[src/rtl/stdp_wb_queue.sv]
// STDP weight write-back queue sharing one SRAM port with inference reads.
// Optional STDP_WB_STATS_EN builds the drop counter and high-water mark.
module stdp_wb_queue #(
    parameter int F          = 48,
    parameter int N          = 96,
    parameter int DEPTH      = 8,
    parameter int STARVE_MAX = 16,
    localparam int AW        = $clog2(F * N),
    localparam int CW        = $clog2(DEPTH) + 1
) (
    input  logic          clk,
    input  logic          rst,
    input  logic          in_we,
    input  logic [AW-1:0] in_addr,
    input  logic [15:0]   in_wdata,
    input  logic          inf_re,
    input  logic [AW-1:0] inf_addr,
    output logic          inf_stall,
    input  logic          flush_req,
    output logic          flush_done,
    output logic          mem_en,
    output logic          mem_we,
    output logic [AW-1:0] mem_addr,
    output logic [15:0]   mem_wdata,
    output logic [CW-1:0] q_count,
    output logic [15:0]   drop_cnt,
    output logic [CW-1:0] q_hwm
);

    localparam int PW = $clog2(DEPTH);
    localparam int SW = $clog2(STARVE_MAX + 1);

    typedef enum logic [1:0] {NORMAL, FORCE, DRAIN} state_t;

    state_t        state;
    logic [AW-1:0] addr_q [DEPTH];
    logic [15:0]   data_q [DEPTH];
    logic [PW-1:0] wr_ptr;
    logic [PW-1:0] rd_ptr;
    logic [CW-1:0] count;
    logic [CW-1:0] count_nxt;
    logic [SW-1:0] starve;
    logic [SW-1:0] starve_inc;
    logic          empty;
    logic          full;
    logic          push;
    logic          drop;
    logic          pop;
    logic          rd_cyc;

    always_comb begin
        empty      = (count == '0);
        full       = (count == CW'(DEPTH));
        push       = !rst && in_we && !full;
        drop       = !rst && in_we && full;
        // Any non-NORMAL state owns the port for write-back.
        pop        = !rst && !empty && (state != NORMAL || !inf_re);
        rd_cyc     = !rst && state == NORMAL && inf_re;
        count_nxt  = count + CW'(push) - CW'(pop);
        starve_inc = starve + SW'(1);
        inf_stall  = !rst && state != NORMAL && inf_re;
        flush_done = !rst && state == DRAIN && empty;
        mem_en     = 1'b0;
        mem_we     = 1'b0;
        mem_addr   = '0;
        mem_wdata  = '0;
        if (pop) begin
            mem_en    = 1'b1;
            mem_we    = 1'b1;
            mem_addr  = addr_q[rd_ptr];
            mem_wdata = data_q[rd_ptr];
        end else if (rd_cyc) begin
            mem_en   = 1'b1;
            mem_addr = inf_addr;
        end
    end

    always_ff @(posedge clk) begin
        if (push) begin
            addr_q[wr_ptr] <= in_addr;
            data_q[wr_ptr] <= in_wdata;
        end
    end

    always_ff @(posedge clk) begin
        if (rst) begin
            state  <= NORMAL;
            wr_ptr <= '0;
            rd_ptr <= '0;
            count  <= '0;
            starve <= '0;
        end else begin
            if (push) wr_ptr <= wr_ptr + PW'(1);
            if (pop) rd_ptr <= rd_ptr + PW'(1);
            count <= count_nxt;
            if (pop || empty || state != NORMAL) starve <= '0;
            else if (inf_re) starve <= starve_inc;
            unique case (state)
                NORMAL: begin
                    if (flush_req) state <= DRAIN;
                    else if (!empty && inf_re && starve_inc == SW'(STARVE_MAX))
                        state <= FORCE;
                end
                FORCE: state <= flush_req ? DRAIN : NORMAL;
                DRAIN: if (empty) state <= NORMAL;
                default: state <= NORMAL;
            endcase
        end
    end

    assign q_count = count;

`ifdef STDP_WB_STATS_EN
    logic [15:0]   drop_q;
    logic [CW-1:0] hwm_q;

    always_ff @(posedge clk) begin
        if (rst) begin
            drop_q <= '0;
            hwm_q  <= '0;
        end else begin
            if (drop && drop_q != 16'hFFFF) drop_q <= drop_q + 16'd1;
            if (count_nxt > hwm_q) hwm_q <= count_nxt;
        end
    end

    assign drop_cnt = drop_q;
    assign q_hwm    = hwm_q;
`else
    assign drop_cnt = '0;
    assign q_hwm    = '0;
`endif

endmodule
[config.mk]
export PLATFORM = sky130hd
export DESIGN_NAME = stdp_wb_queue
export DESIGN_NICKNAME = d
export VERILOG_FILES = /design/src/rtl/stdp_wb_queue.sv
export SDC_FILE = /design/constraint.sdc
export NUM_CORES = 1
export LEC_CHECK = 0
export BUFFER_PORTS_ARGS = -buffer_cell sky130_fd_sc_hd__buf_4
export CAP_MARGIN = 40
export CELL_PAD_IN_SITES_DETAIL_PLACEMENT = 0
export CELL_PAD_IN_SITES_GLOBAL_PLACEMENT = 1
export CORE_ASPECT_RATIO = 0.8
export CORE_UTILIZATION = 40
export DETAILED_ROUTE_END_ITERATION = 8
export PLACE_DENSITY_LB_ADDON = 0.1
export SLEW_MARGIN = 20
export SYNTH_ARGS = -nofsm -noshare
export SYNTH_HDL_FRONTEND = slang
export SYNTH_SLANG_ARGS = --single-unit
[constraint.sdc]
create_clock -name clk -period 6.1 [get_ports clk]
set_input_delay 1.22 -clock clk [delete_from_list [all_inputs] [get_ports clk]]
set_output_delay 1.22 -clock clk [all_outputs]
set_load 0.005 [all_outputs]
==> After elaboration in Yosys (flattened, before gate mapping) <==
Memory sizes are Yosys's and may differ from the RTL's. A register that Yosys moved wholly into a read port is not among the register bits.
Cells that the tools add are included.
{ "word_totals": {"elab_cells": 59, "output_inout_bits": 57, "reg_bits": 17, "ram_bits": 232, "in_bits": 47, "n_memories": 2} }
{ "classes": {"n_reduce_logical": 24, "n_mux": 17, "eq_ne": 6, "addsub": 5} }
{ "mem_list": {"columns": ["name", "depth", "word_bits", "read_ports", "rd_ports_with_merged_regs", "wr", "line_no", "rtl"], "rows": [
  ["data_q", 8, 16, 1, 1, 1, "37", "logic [15:0] data_q [DEPTH];"],
  ["addr_q", 8, 13, 1, 1, 1, "36", "logic [AW-1:0] addr_q [DEPTH];"]
]} }
{ "ops": {"columns": ["operator", "count"], "rows": [
  ["$mux W13", 2],
  ["$mux W16", 1],
  ["$logic_and A1 B1 Y1", 12],
  ["$mux W3", 4],
  ["$mux W2", 4],
  ["$add A3 B1 Y3 const B", 2],
  ["$pmux W2 S3", 1],
  ["$add A5 B1 Y5 const B", 1],
  ["$eq A5 B5 Y1 const B", 1],
  ["$mux W1", 5],
  ["$add A4 B1 Y4", 1],
  ["$eq A4 B4 Y1 const B", 1],
  ["$logic_not A1 Y1", 4],
  ["$logic_not A4 Y1", 1],
  ["$sub A4 B1 Y4", 1],
  ["$logic_or A1 B1 Y1", 3],
  ["$ne A3 B2 Y1 const B", 1],
  ["$eq A2 B1 Y1 const B", 1],
  ["$eq A2 B2 Y1 const B", 1],
  ["$logic_not A2 Y1", 1],
  ["$ne A2 B2 Y1 const B", 1],
  ["$reduce_and A2 Y1", 1],
  ["$reduce_bool A2 Y1", 1],
  ["$reduce_or A2 Y1", 1]
]} }

==> Longest topological paths before layout <==
Gate-level depths: netlist of the first run.
{ "depth": {"depth_word": 7, "ltp_mapped": 12} }

==> Worst setup path after synthesis of the first run <==
No wires, ideal clock.
{ "synth_timing": {"kind": "in2reg", "from": "input rst", "to": "memory addr_q[0][0] in the netlist's numbering (enable)", "t_arrival_ns": 3.777, "setup_slack_ns": 1.872, "n_path_buf": 1, "stages": 3, "required_ns": 5.649, "path_cell_list": "buf_2 or3_1 nor3_1"} }
{ "synth_via": {"elab_chain_cells": 5} }
{ "synth_lines": {"columns": ["element", "line_no", "rtl"], "rows": [
  ["start: declaration", "12", "input logic rst,"],
  ["$logic_not A1 Y1", "54", "push = !rst && in_we && !full;"],
  ["$logic_and A1 B1 Y1", null, null],
  ["$logic_and A1 B1 Y1", "54", null],
  ["$mux W1", "79", "if (push) begin"],
  ["$mux W1 (implied by the code)", "80", "addr_q[wr_ptr] <= in_addr;"],
  ["end: declaration", "36", null]
]} }
No other way between the ends.

==> flow_metrics.env, run 1 <==
export IMPL_outcome="finished, violations left"
export IMPL_violated_checks="DRC"
export IMPL_cap_viol_max_count=0
export IMPL_floorplan_die_width_um=179
export IMPL_worst_slew_pin_slew_ns=0.681
export IMPL_postPlaceCellArea_mm2=0.0110
export IMPL_hp_class="flip-flop to flip-flop"
export IMPL_route_final_wire_length_mm=19.5
export IMPL_clock_insertion_delay_worst_skew_ns=0.52
export IMPL_rr_endpoint="q_count[2]"
export IMPL_floorplan_io_pins=104
export IMPL_critical_path_n_buffers_inverters=3
export IMPL_finalClockSkew_ns=0.00781
export IMPL_total_leakage_power_nw=3.89
export IMPL_power_density_mw_per_mm2=364
export IMPL_syn_inst=516
export IMPL_area_growth_pct=17.6
export IMPL_setup_violations=0
export IMPL_finalWorstPathRequiredPeriod_ns=4.15
export IMPL_synth_edf_count=232
export IMPL_grt_first_pass_wirelength_mm=29.7
export IMPL_clock_tree_from_tritoncts="yes"
export IMPL_grt_pass1_vias=5160
export IMPL_coreArea_mm2=0.0245
export IMPL_cts_hold_buffers_added=0
export IMPL_detail_route_antenna_nets=0
export IMPL_synth_flop_cell="sky130_fd_sc_hd__edfxtp_1"
export IMPL_worst_ep_arrival_time_ns=2.93
export IMPL_antenna_found_initial=0
export IMPL_diodes=0
export IMPL_slowest_delay_ns=0.67
export IMPL_drt_initial_drc_count=292
export IMPL_number_of_remaining_drc_errors=19
export IMPL_cts_max_level=1
export IMPL_post_route_cells_drive_above_1_share_pct=32.3
export IMPL_fmaxAchievable_mhz=241
export IMPL_worst_r2r_startpoint="q_count[2]"
export IMPL_worstSetupEndpointType="primary output"
export IMPL_global_route_usage_total_pct=15.8
export IMPL_sequential_cell_area_mm2=0.00737
export IMPL_clk_pin_slew_worst_paths_ns=0.06
export IMPL_initial_utilization_pct=41.0
export IMPL_via_per_inst=5.07
export IMPL_avgRoutedWirePerCell_um=20.3
export IMPL_grt_overflow_total=0
export IMPL_fill_cells=2066
export IMPL_post_route_period_util_pct=68.0
export IMPL_synth_area_top_cells="sky130_fd_sc_hd__edfxtp_1 (69%), sky130_fd_sc_hd__mux4_2 (13%), sky130_fd_sc_hd__dfxtp_1 (4.0%)"
export IMPL_drv_slew=0
export IMPL_synth_common_cells="sky130_fd_sc_hd__edfxtp_1 (232), sky130_fd_sc_hd__mux4_2 (58), sky130_fd_sc_hd__nor2_1 (41), sky130_fd_sc_hd__mux2i_1 (32), sky130_fd_sc_hd__buf_4 (23)"
export IMPL_critical_path_class="flip-flop to primary output"
export IMPL_post_cts_repair_setup_buffers=0
export IMPL_cts_repair_resized=0
export IMPL_vias=4862
export IMPL_synthArstFlopShare_pct=0
export IMPL_drt_first_pass_iters=8
export IMPL_critical_path_top_delay_family="buffers and inverters"
export IMPL_critical_path_startpoint_type="flip-flop"
export IMPL_finalNetCount=679
export IMPL_crit_path_top_delay_cell="sky130_fd_sc_hd__dfxtp_4"
export IMPL_area_share_of_the_largest_cell_type_after_synthesis_pct=69.3
export IMPL_synth_most_common_cell="sky130_fd_sc_hd__edfxtp_1"
export IMPL_final_hold_violation_count=0
export IMPL_tritoncts_num_buffers=26
export IMPL_synth_yosys_warnings=0
export IMPL_floorplan_die_area_mm2=0.0258
export IMPL_layout_cell_area_non_filler_mm2=0.0118
export IMPL_maximum_number_of_pins_on_one_net_before_global_route_repair=31
export IMPL_place_port_buffers=83
export IMPL_synth_yosys_seq_area_share_pct=73.3
export IMPL_multi_input_area_mm2=0.00246
export IMPL_worst_r2r_path_depth=13
export IMPL_globalRoute_busiestLayer="met2"
export IMPL_die_h_um=144
export IMPL_data_required_time_at_the_worst_endpoint_ns=4.88
export IMPL_grt_util_met1_pct=21.4
export IMPL_reg2reg_setup_slack_ns=3.00
export IMPL_cp_num_cells=6
export IMPL_clockBufferDepth=3
export IMPL_critPathMostFrequentCell="sky130_fd_sc_hd__buf_4"
export IMPL_path_max_fanout=23
export IMPL_series_of_cell_instances_along_the_critical_path="buf_12 -> buf_4 -> mux4_2 -> mux2i_1 -> nor2_1 -> buf_4"
export IMPL_rsz0062_at_grt="false"
export IMPL_avg_inst_size_synth_um2=19.5
export IMPL_ys_seq_elements=252
export IMPL_core_rowCount=51
export IMPL_synth_lib_cells_used_distinct=36
export IMPL_total_standard_cell_area_after_synthesis_mm2=0.0101
export IMPL_grt_met3_usage_pct=2.91
export IMPL_synth_largest_area_cell="sky130_fd_sc_hd__edfxtp_1"
export IMPL_ctsRootBufferMaster="sky130_fd_sc_hd__clkbuf_16"
export IMPL_worstSetupEndpoint="mem_wdata[3]"
export IMPL_detailedPlacementHpwl_mm=11.6
export IMPL_place_congestion=0.717
export IMPL_max_vdd_ir_drop_mv=0.174
export IMPL_grt_util_met2_pct=26.2
export IMPL_finalSetupTns_ns=0
export IMPL_clock_sink_count=252
export IMPL_slew_limit_headroom_pct=54.5
-- cells by family after synthesis --
family / Yosys count / share of synthesized area [%]
mux: 90 / 16.2
buf+inv: 50 / 3.46
other cells: 1 / 0.0373
xor+xnor: 9 / 0.784
simple gates: 84 / 3.81
flops: 252 / 73.3
compound gates: 19 / 0.983
fa+ha+maj: 11 / 1.44
-- worst min path at each step --
stage	startpoint	end	depth (start not counted)
after floorplan	rd_ptr[2]	flip-flop	1
after global placement	starve[0]	starve[0]	1
after detailed placement	rd_ptr[2]	flip-flop	1
after CTS	rd_ptr[2]	flip-flop	1
after global routing	rd_ptr[2]	flip-flop	1
final	rd_ptr[2]	flip-flop	1
-- cells in the final DEF (no fill, tap or decap), types with 2 or more instances in the layout --
master | Yosys | routed
sky130_fd_sc_hd__clkbuf_1 | 3 | 6
sky130_fd_sc_hd__clkbuf_16 | 0 | 27
sky130_fd_sc_hd__or3_1 | 2 | 2
sky130_fd_sc_hd__nor3_2 | 1 | 3
sky130_fd_sc_hd__clkinv_2 | 0 | 3
sky130_fd_sc_hd__inv_1 | 7 | 7
sky130_fd_sc_hd__or2_2 | 2 | 2
sky130_fd_sc_hd__mux2i_1 | 32 | 32
sky130_fd_sc_hd__a21oi_1 | 3 | 3
sky130_fd_sc_hd__nand2_1 | 18 | 18
sky130_fd_sc_hd__xor2_1 | 4 | 4
sky130_fd_sc_hd__nor2_1 | 41 | 35
sky130_fd_sc_hd__nand3_1 | 4 | 4
sky130_fd_sc_hd__nor2_4 | 0 | 6
sky130_fd_sc_hd__nand2b_1 | 5 | 5
sky130_fd_sc_hd__buf_4 | 23 | 98
sky130_fd_sc_hd__dfxtp_1 | 20 | 17
sky130_fd_sc_hd__edfxtp_1 | 232 | 232
sky130_fd_sc_hd__nor3b_1 | 2 | 2
sky130_fd_sc_hd__xnor2_1 | 5 | 5
sky130_fd_sc_hd__dfxtp_2 | 0 | 2
sky130_fd_sc_hd__conb_1 | 1 | 20
sky130_fd_sc_hd__mux4_2 | 58 | 58
sky130_fd_sc_hd__clkinv_1 | 0 | 9
sky130_fd_sc_hd__o21ai_0 | 14 | 14
sky130_fd_sc_hd__ha_1 | 10 | 10
-- worst register-to-register path, stage by stage, from the launching register on --
cell and delay, ns:
sky130_fd_sc_hd__dfxtp_1 0.31, sky130_fd_sc_hd__inv_1 0.10, sky130_fd_sc_hd__ha_1 0.15, sky130_fd_sc_hd__nor3b_1 0.57
sky130_fd_sc_hd__or3_1 0.19, sky130_fd_sc_hd__buf_4 0.38, sky130_fd_sc_hd__inv_2 0.13, sky130_fd_sc_hd__ha_1 0.31
sky130_fd_sc_hd__inv_1 0.06, sky130_fd_sc_hd__ha_1 0.16, sky130_fd_sc_hd__inv_1 0.05, sky130_fd_sc_hd__fa_1 0.39
sky130_fd_sc_hd__xor2_1 0.15, sky130_fd_sc_hd__nor2_1 0.05
-- flip-flops by register name (all words and copies together) (netlist names), named ones only --
signal,cells
addr_q,104
data_q,128
q_count,4
starve,5
state,2
wr_ptr,3
rd_ptr,3
-- routing by layer --
| metal | up-vias | part of all wire [%] |
|---|---|---|
| met5 | - | 0 |
| met4 | 0 | 2.3 |
| met3 | 32 | 5.3 |
| met2 | 107 | 48 |
| met1 | 2509 | 45 |
| li1 | 2214 | - |
-- area by class of cell --
type                            count  area share (%)
Clock buffer                       33            5.91
Clock inverter                     15           0.593
Inverter                            8           0.254
Multi-Input combinational cell    233            20.8
Sequential cell                   252            62.4
Tap cell                          318            3.37
Timing Repair Buffer              100            6.63
-- stage by stage --
stage	hold WS [ns]	power (mW)	instances	worst slack, ns	utilization [%]
after floorplan	0.428	2.66	535	1.87	-
after global placement	0.449	2.90	908	2.08	44.9
after detailed placement	0.445	2.93	911	2.28	45.1
after CTS	0.458	4.37	959	1.82	48.2
after global routing	0.486	4.52	959	1.65	48.2
final	0.451	4.30	959	1.95	48.2
-- where the power goes --
part | switching, mW | internal [mW] | leakage (nW)
Combinational | 0.378 | 0.445 | 1.26
Clock | 0.622 | 0.805 | 0.370
Sequential | 0.0823 | 1.97 | 2.26
Total | 1.08 | 3.22 | 3.89
Power figures use the tool's default switching activity.
==> run 2: changes to the inputs <==
==> constraint.sdc (replaced) <==
create_clock -name clk -period 4 [get_ports clk]
set_input_delay 0.8 -clock clk [delete_from_list [all_inputs] [get_ports clk]]
set_output_delay 0.8 -clock clk [all_outputs]
set_load 0.005 [all_outputs]
==> flow_metrics.env, run 2 (same netlist as run 1, synthesis figures left out) <==
export IMPL_floorplan_io_pins=104
export IMPL_cts_max_level=1
export IMPL_post_route_cells_drive_above_1_share_pct=33.4
export IMPL_antenna_found_initial=0
export IMPL_top_regs="data_q (128), addr_q (104), starve (5)"
export IMPL_tritoncts_num_buffers=26
export IMPL_slew_limit_headroom_pct=47.7
export IMPL_finalSetupTns_ns=0
export IMPL_floorplan_die_area_mm2=0.0258
export IMPL_seq_power_share_pct=44.9
export IMPL_crit_path_top_delay_cell="sky130_fd_sc_hd__dfxtp_4"
export IMPL_slowest_delay_ns=0.65
export IMPL_floorplan_die_width_um=179
export IMPL_path_max_fanout=26
export IMPL_setup_violations=0
export IMPL_worstSetupEndpointType="primary output"
export IMPL_clock_insertion_delay_worst_skew_ns=0.51
export IMPL_drv_slew=0
export IMPL_coreArea_mm2=0.0245
export IMPL_maximum_number_of_pins_on_one_net_before_global_route_repair=30
export IMPL_max_vdd_ir_drop_mv=0.335
export IMPL_final_common_cell="sky130_fd_sc_hd__edfxtp_1"
export IMPL_critical_path_startpoint_type="flip-flop"
export IMPL_grt_pass1_vias=5065
export IMPL_fraction_of_power_consumed_by_combinational_cells_pct=18.2
export IMPL_finalNetCount=681
export IMPL_violated_checks="DRC"
export IMPL_core_rowCount=51
export IMPL_flip_flop_count_of_the_largest_register_after_layout=128
export IMPL_ctsRootBufferMaster="sky130_fd_sc_hd__clkbuf_16"
export IMPL_initial_utilization_pct=41.0
export IMPL_layout_cell_area_non_filler_mm2=0.0120
export IMPL_avgRoutedWirePerCell_um=20.5
export IMPL_diodes=0
export IMPL_drt_first_pass_iters=7
export IMPL_number_of_remaining_drc_errors=18
export IMPL_place_port_buffers=83
export IMPL_global_route_usage_total_pct=15.8
export IMPL_vias=4887
export IMPL_cts_repair_resized=0
export IMPL_rr_endpoint="q_count[2]"
export IMPL_detail_route_antenna_nets=0
export IMPL_power_switching_share_pct=23.8
export IMPL_finalWorstPathRequiredPeriod_ns=3.29
export IMPL_cap_viol_max_count=0
export IMPL_worst_ep_arrival_time_ns=2.49
export IMPL_rsz0062_at_grt="false"
export IMPL_grt_first_pass_wirelength_mm=30.0
export IMPL_finish_utilization_pct=48.9
export IMPL_max_flop_register="data_q"
export IMPL_final_hold_violation_count=0
export IMPL_critical_path_top_delay_family="multiplexers"
export IMPL_data_required_time_at_the_worst_endpoint_ns=3.20
export IMPL_critical_path_n_buffers_inverters=2
export IMPL_finalClockSkew_ns=0.00481
export IMPL_power_density_mw_per_mm2=579
export IMPL_cts_hold_buffers_added=0
export IMPL_die_h_um=144
export IMPL_post_route_period_util_pct=82.3
export IMPL_fmaxAchievable_mhz=304
export IMPL_clk_pin_slew_worst_paths_ns=0.06
export IMPL_place_congestion=0.773
export IMPL_post_place_ws_ns=0.937
export IMPL_clockBufferDepth=3
export IMPL_worst_r2r_path_depth=13
export IMPL_series_of_cell_instances_along_the_critical_path="buf_12 -> mux4_2 -> mux2i_1 -> nor2_1 -> buf_4"
export IMPL_clock_network_fraction_of_design_power_pct=36.9
export IMPL_clock_sink_count=252
export IMPL_area_growth_pct=19.3
export IMPL_startpoint_of_the_lowest_slack_hold_path="rd_ptr[2]"
export IMPL_route_final_wire_length_mm=19.7
export IMPL_detailedPlacementHpwl_mm=11.8
export IMPL_worst_slew_pin_slew_ns=0.784
export IMPL_reg2reg_setup_slack_ns=1.09
export IMPL_drt_initial_drc_count=400
export IMPL_worstHoldPathCells=1
export IMPL_outcome="finished, violations left"
export IMPL_grt_overflow_total=0
export IMPL_via_per_inst=5.09
export IMPL_total_leakage_power_nw=3.98
export IMPL_critical_path_class="flip-flop to primary output"
export IMPL_postPlaceCellArea_mm2=0.0111
export IMPL_layout_setup_ws_ns=0.709
export IMPL_most_common_layout_cells="sky130_fd_sc_hd__edfxtp_1 (232), sky130_fd_sc_hd__buf_4 (99), sky130_fd_sc_hd__mux4_2 (58)"
export IMPL_hp_class="flip-flop to flip-flop"
export IMPL_total_switching_power_mw=1.65
export IMPL_worst_r2r_startpoint="q_count[2]"
export IMPL_post_cts_repair_setup_buffers=0
export IMPL_clock_tree_from_tritoncts="yes"
export IMPL_cell_internal_pwr_mw=5.29
==> run 2: changes by cell type in the layout (fill, tap and decap cells not counted), sizes merged <==
cell,previous run,this run
buf,100,102
bufinv,0,6
clkbuf,33,30
clkinv,13,11
clkinvlp,2,1
==> run 2: layout make-up <==
cell class                 instances  area (µm²)
fill                            2083       12500
timing repair buffer             102         803
clock buffer                      30         687
tap                              318         398
clock inverter                    18         235
multi-input combinational        233        2460
inverter                           8        30.0
sequential                       252        7370
==> run 2: worst max path at each step <==
stage | slack, ns | start | cells after the start | end
after floorplan | 0.19 | rst | 3 | addr_q[0][0]
after global placement | 1.00 | inf_re | 12 | q_count[2]
after detailed placement | 0.94 | inf_re | 12 | q_count[2]
after CTS | 0.64 | flip-flop | 5 | mem_wdata[3]
after global routing | 0.52 | flip-flop | 5 | mem_addr[10]
final | 0.71 | flip-flop | 5 | mem_wdata[3]
==> run 2: worst register-to-register path: cells and delay by family (launching register included) <==
kind	cells	cell delay, ns
adder cells (fa/ha/maj)	4	0.98
buffers and inverters	5	0.55
XOR/XNOR	1	0.15
flip-flops	1	0.31
AND/OR/NAND/NOR	3	0.83
==> run 2: per-stage QoR <==
step / hold WS, ns / cells / total power [mW]
after floorplan: 0.428 / 535 / 4.05
after global placement: 0.440 / 913 / 4.46
after detailed placement: 0.449 / 913 / 4.48
after CTS: 0.446 / 961 / 7.05
after global routing: 0.439 / 961 / 7.26
final: 0.459 / 961 / 6.95
==> run 2: metal layers <==
metal / wire length [µm] / vias up / GRT usage (%)
met5: 0 / - / 0
met4: 320 / 0 / 3.85
met3: 933 / 26 / 3.07
met2: 9350 / 106 / 25.4
met1: 9130 / 2533 / 22.3
li1: - / 2222 / -
==> run 2: power by group through the flow <==
stage,clock (mW),combinational [mW],sequential (mW)
2_1_floorplan,0,0.945,3.11
3_3_place_gp,0,1.28,3.18
3_5_place_dp,0,1.30,3.18
4_1_cts,2.62,1.30,3.13
5_1_grt,2.72,1.39,3.14
6_report,2.56,1.26,3.12
==> run 3: changes to the inputs <==
--- a/config.mk
+++ b/config.mk
@@ -5,6 +5,7 @@
 export SDC_FILE = /design/constraint.sdc
 export NUM_CORES = 1
 export LEC_CHECK = 0
+export ABC_AREA = 1
 export BUFFER_PORTS_ARGS = -buffer_cell sky130_fd_sc_hd__buf_4
 export CAP_MARGIN = 40
 export CELL_PAD_IN_SITES_DETAIL_PLACEMENT = 0
==> constraint.sdc (replaced) <==
create_clock -name clk -period 3 [get_ports clk]
set_input_delay 0.6 -clock clk [delete_from_list [all_inputs] [get_ports clk]]
set_output_delay 0.6 -clock clk [all_outputs]
set_load 0.005 [all_outputs]
==> flow_metrics.env, run 3 <==
export IMPL_critical_path_startpoint_type="flip-flop"
export IMPL_avgRoutedWirePerCell_um=17.8
export IMPL_critical_path_class="flip-flop to primary output"
export IMPL_syn_inst=880
export IMPL_top_regs="data_q (128), addr_q (104), starve (5)"
export IMPL_floorplan_die_width_um=183
export IMPL_series_of_cell_instances_along_the_critical_path="inv_1 -> ha_1 -> nand2_1 -> nand3_2 -> buf_4 -> nor3_1 -> buf_4"
export IMPL_cts_max_level=1
export IMPL_critPathMostFrequentCell="sky130_fd_sc_hd__buf_4"
export IMPL_finalClockSkew_ns=0.00665
export IMPL_cp_num_cells=7
export IMPL_final_hold_violation_count=0
export IMPL_finalNetCount=1033
export IMPL_max_flop_register="data_q"
export IMPL_most_common_layout_cells="sky130_fd_sc_hd__edfxtp_1 (232), sky130_fd_sc_hd__nor2_1 (159), sky130_fd_sc_hd__nand2_1 (118)"
export IMPL_drt_initial_drc_count=330
export IMPL_maximum_number_of_pins_on_one_net_before_global_route_repair=51
export IMPL_finalSetupTns_ns=0
export IMPL_worst_slew_pin_slew_ns=0.579
export IMPL_total_standard_cell_area_after_synthesis_mm2=0.0104
export IMPL_synth_common_cells="sky130_fd_sc_hd__edfxtp_1 (232), sky130_fd_sc_hd__nor2_1 (167), sky130_fd_sc_hd__nand2_1 (118), sky130_fd_sc_hd__o21ai_0 (74), sky130_fd_sc_hd__nand3_1 (50)"
export IMPL_synthArstFlopShare_pct=0
export IMPL_antenna_found_initial=0
export IMPL_core_rowCount=52
export IMPL_drv_slew=0
export IMPL_detailedPlacementHpwl_mm=13.7
export IMPL_critical_path_top_delay_family="simple AND/OR/NAND/NOR gates"
export IMPL_worst_ep_arrival_time_ns=2.20
export IMPL_synth_lib_cells_used_distinct=29
export IMPL_ys_seq_elements=252
export IMPL_worstHoldPathCells=1
export IMPL_dp_cells=1297
export IMPL_setup_violations=0
export IMPL_area_share_of_the_largest_cell_type_after_synthesis_pct=66.7
export IMPL_total_leakage_power_nw=4.44
export IMPL_global_route_usage_total_pct=18.3
export IMPL_flip_flop_count_of_the_largest_register_after_layout=128
export IMPL_vias=6564
export IMPL_fmaxAchievable_mhz=358
export IMPL_post_route_cells_drive_above_1_share_pct=16.9
export IMPL_route_final_wire_length_mm=24.0
export IMPL_synth_flop_cell="sky130_fd_sc_hd__edfxtp_1"
export IMPL_hp_class="primary input to flip-flop"
export IMPL_clockBufferDepth=3
export IMPL_finalWorstPathRequiredPeriod_ns=2.80
export IMPL_clk_pin_slew_worst_paths_ns=0.06
export IMPL_power_density_mw_per_mm2=741
export IMPL_coreArea_mm2=0.0254
export IMPL_initial_utilization_pct=41.0
export IMPL_floorplan_die_area_mm2=0.0267
export IMPL_rsz0062_at_grt="false"
export IMPL_post_cts_repair_setup_buffers=0
export IMPL_worst_r2r_path_depth=14
export IMPL_grt_overflow_total=0
export IMPL_place_port_buffers=83
export IMPL_grt_pass1_vias=6238
export IMPL_final_common_cell="sky130_fd_sc_hd__edfxtp_1"
export IMPL_path_max_fanout=19
export IMPL_synth_area_top_cells="sky130_fd_sc_hd__edfxtp_1 (67%), sky130_fd_sc_hd__nor2_1 (6.0%), sky130_fd_sc_hd__nand2_1 (4.2%)"
export IMPL_max_vdd_ir_drop_mv=0.380
export IMPL_synth_largest_area_cell="sky130_fd_sc_hd__edfxtp_1"
export IMPL_cap_viol_max_count=0
export IMPL_area_growth_pct=18.0
export IMPL_clock_tree_from_tritoncts="yes"
export IMPL_number_of_remaining_drc_errors=0
export IMPL_outcome="completed"
export IMPL_avg_inst_size_synth_um2=11.9
export IMPL_floorplan_io_pins=104
export IMPL_post_route_period_util_pct=93.2
export IMPL_slew_limit_headroom_pct=61.4
export IMPL_crit_path_top_delay_cell="sky130_fd_sc_hd__dfxtp_1"
export IMPL_detail_route_antenna_nets=0
export IMPL_synth_most_common_cell="sky130_fd_sc_hd__edfxtp_1"
export IMPL_clock_sink_count=252
export IMPL_place_congestion=0.706
export IMPL_worstSetupEndpointType="primary output"
export IMPL_drt_first_pass_iters=4
export IMPL_fill_cells=2290
export IMPL_synth_yosys_warnings=0
export IMPL_slowest_delay_ns=0.33
export IMPL_cts_hold_buffers_added=0
export IMPL_tritoncts_num_buffers=27
export IMPL_grt_first_pass_wirelength_mm=37.3
export IMPL_synth_edf_count=232
export IMPL_die_h_um=146
export IMPL_layout_cells_non_filler=1344
export IMPL_data_required_time_at_the_worst_endpoint_ns=2.40
export IMPL_critical_path_n_buffers_inverters=3
export IMPL_ctsRootBufferMaster="sky130_fd_sc_hd__clkbuf_16"
export IMPL_diodes=0
export IMPL_cts_repair_resized=0
export IMPL_clock_insertion_delay_worst_skew_ns=0.52
export IMPL_via_per_inst=4.88
export IMPL_synth_yosys_seq_area_share_pct=70.6
run 3: cell count changes after synthesis, sizes merged, moves of 6 or more:
| cell | before | now |
|---|---|---|
| nand2 | 18 | 119 |
| a21oi | 3 | 40 |
| nand3 | 4 | 51 |
| clkbuf | 3 | 9 |
| nor3 | 4 | 21 |
| buf | 39 | 59 |
| mux2i | 32 | 0 |
| mux4 | 58 | 0 |
| nor2 | 41 | 167 |
| inv | 8 | 28 |
| o211ai | 0 | 26 |
| o21ai | 14 | 90 |
run 3: metrics by stage:
stage	util (%)	cell area (µm²)	setup WS, ns	power (mW)	hold slack [ns]
after global placement	45.2	11500	0.501	6.18	0.469
after CTS	48.4	12300	0.115	9.25	0.288
after floorplan	-	10500	0.172	5.46	0.445
final	48.4	12300	0.205	9.13	0.309
after detailed placement	45.2	11500	0.442	6.18	0.473
after global routing	48.4	12300	0.0261	9.63	0.296
run 3: worst paths after layout:
| path | start | endpoint | slack (ns) |
|---|---|---|---|
| worst max register to register | q_count[2] | q_count[3] | 0.64 |
| worst min-delay path | in_addr[6] | addr_q[3][6] | 0.31 |
| worst max-delay path | q_count[2] | mem_wdata[10] | 0.20 |
| worst min register to register | starve[4] | starve[4] | 0.48 |
run 3: area by class of cell:
type / count / area (µm²) / share of cell area (%)
clock buffers: 40 / 785 / 6.37
repair buffers: 115 / 951 / 7.72
well taps: 351 / 439 / 3.56
flip-flops and latches: 252 / 7370 / 59.8
inverters: 28 / 110 / 0.894
multi-input cells: 551 / 2630 / 21.3
clock inverters: 7 / 32.5 / 0.264
run 3: cell families after synthesis:
family                     count (synthesis)  share of synthesized area, %
buffers and inverters                     96                          5.48
DFF                                      252                          70.6
xor gates and xnor gates                   1                        0.0839
adders and majority gates                 11                          1.39
other                                      1                        0.0359
AOI/OAI and AO/OA                        157                          8.18
and+or+nand+nor                          362                          14.3
run 3: worst register-to-register path, stage by stage (launching register included):
cell and delay [ns]:
sky130_fd_sc_hd__dfxtp_1 0.33, sky130_fd_sc_hd__inv_1 0.08, sky130_fd_sc_hd__ha_1 0.19, sky130_fd_sc_hd__nand2_1 0.18, sky130_fd_sc_hd__nand3_2 0.11, sky130_fd_sc_hd__inv_2 0.25, sky130_fd_sc_hd__ha_1 0.26, sky130_fd_sc_hd__inv_1 0.06
sky130_fd_sc_hd__ha_1 0.26, sky130_fd_sc_hd__nand2_1 0.06, sky130_fd_sc_hd__nor2_1 0.04, sky130_fd_sc_hd__a211oi_1 0.26, sky130_fd_sc_hd__nand2_1 0.09, sky130_fd_sc_hd__nand2_1 0.07, sky130_fd_sc_hd__nor2_1 0.04
run 3: power by group:
group	internal (mW)	switching, mW
registers	3.98	0.0650
clock network	1.79	1.26
logic	0.748	1.28
total	6.51	2.61
run 3: routing by layer:
metal  part of all wire [%]  track usage [%]
met1                     49             26.3
met4                    1.3             3.36
met3                    3.0             2.72
met5                      0                0
met2                     47             29.7
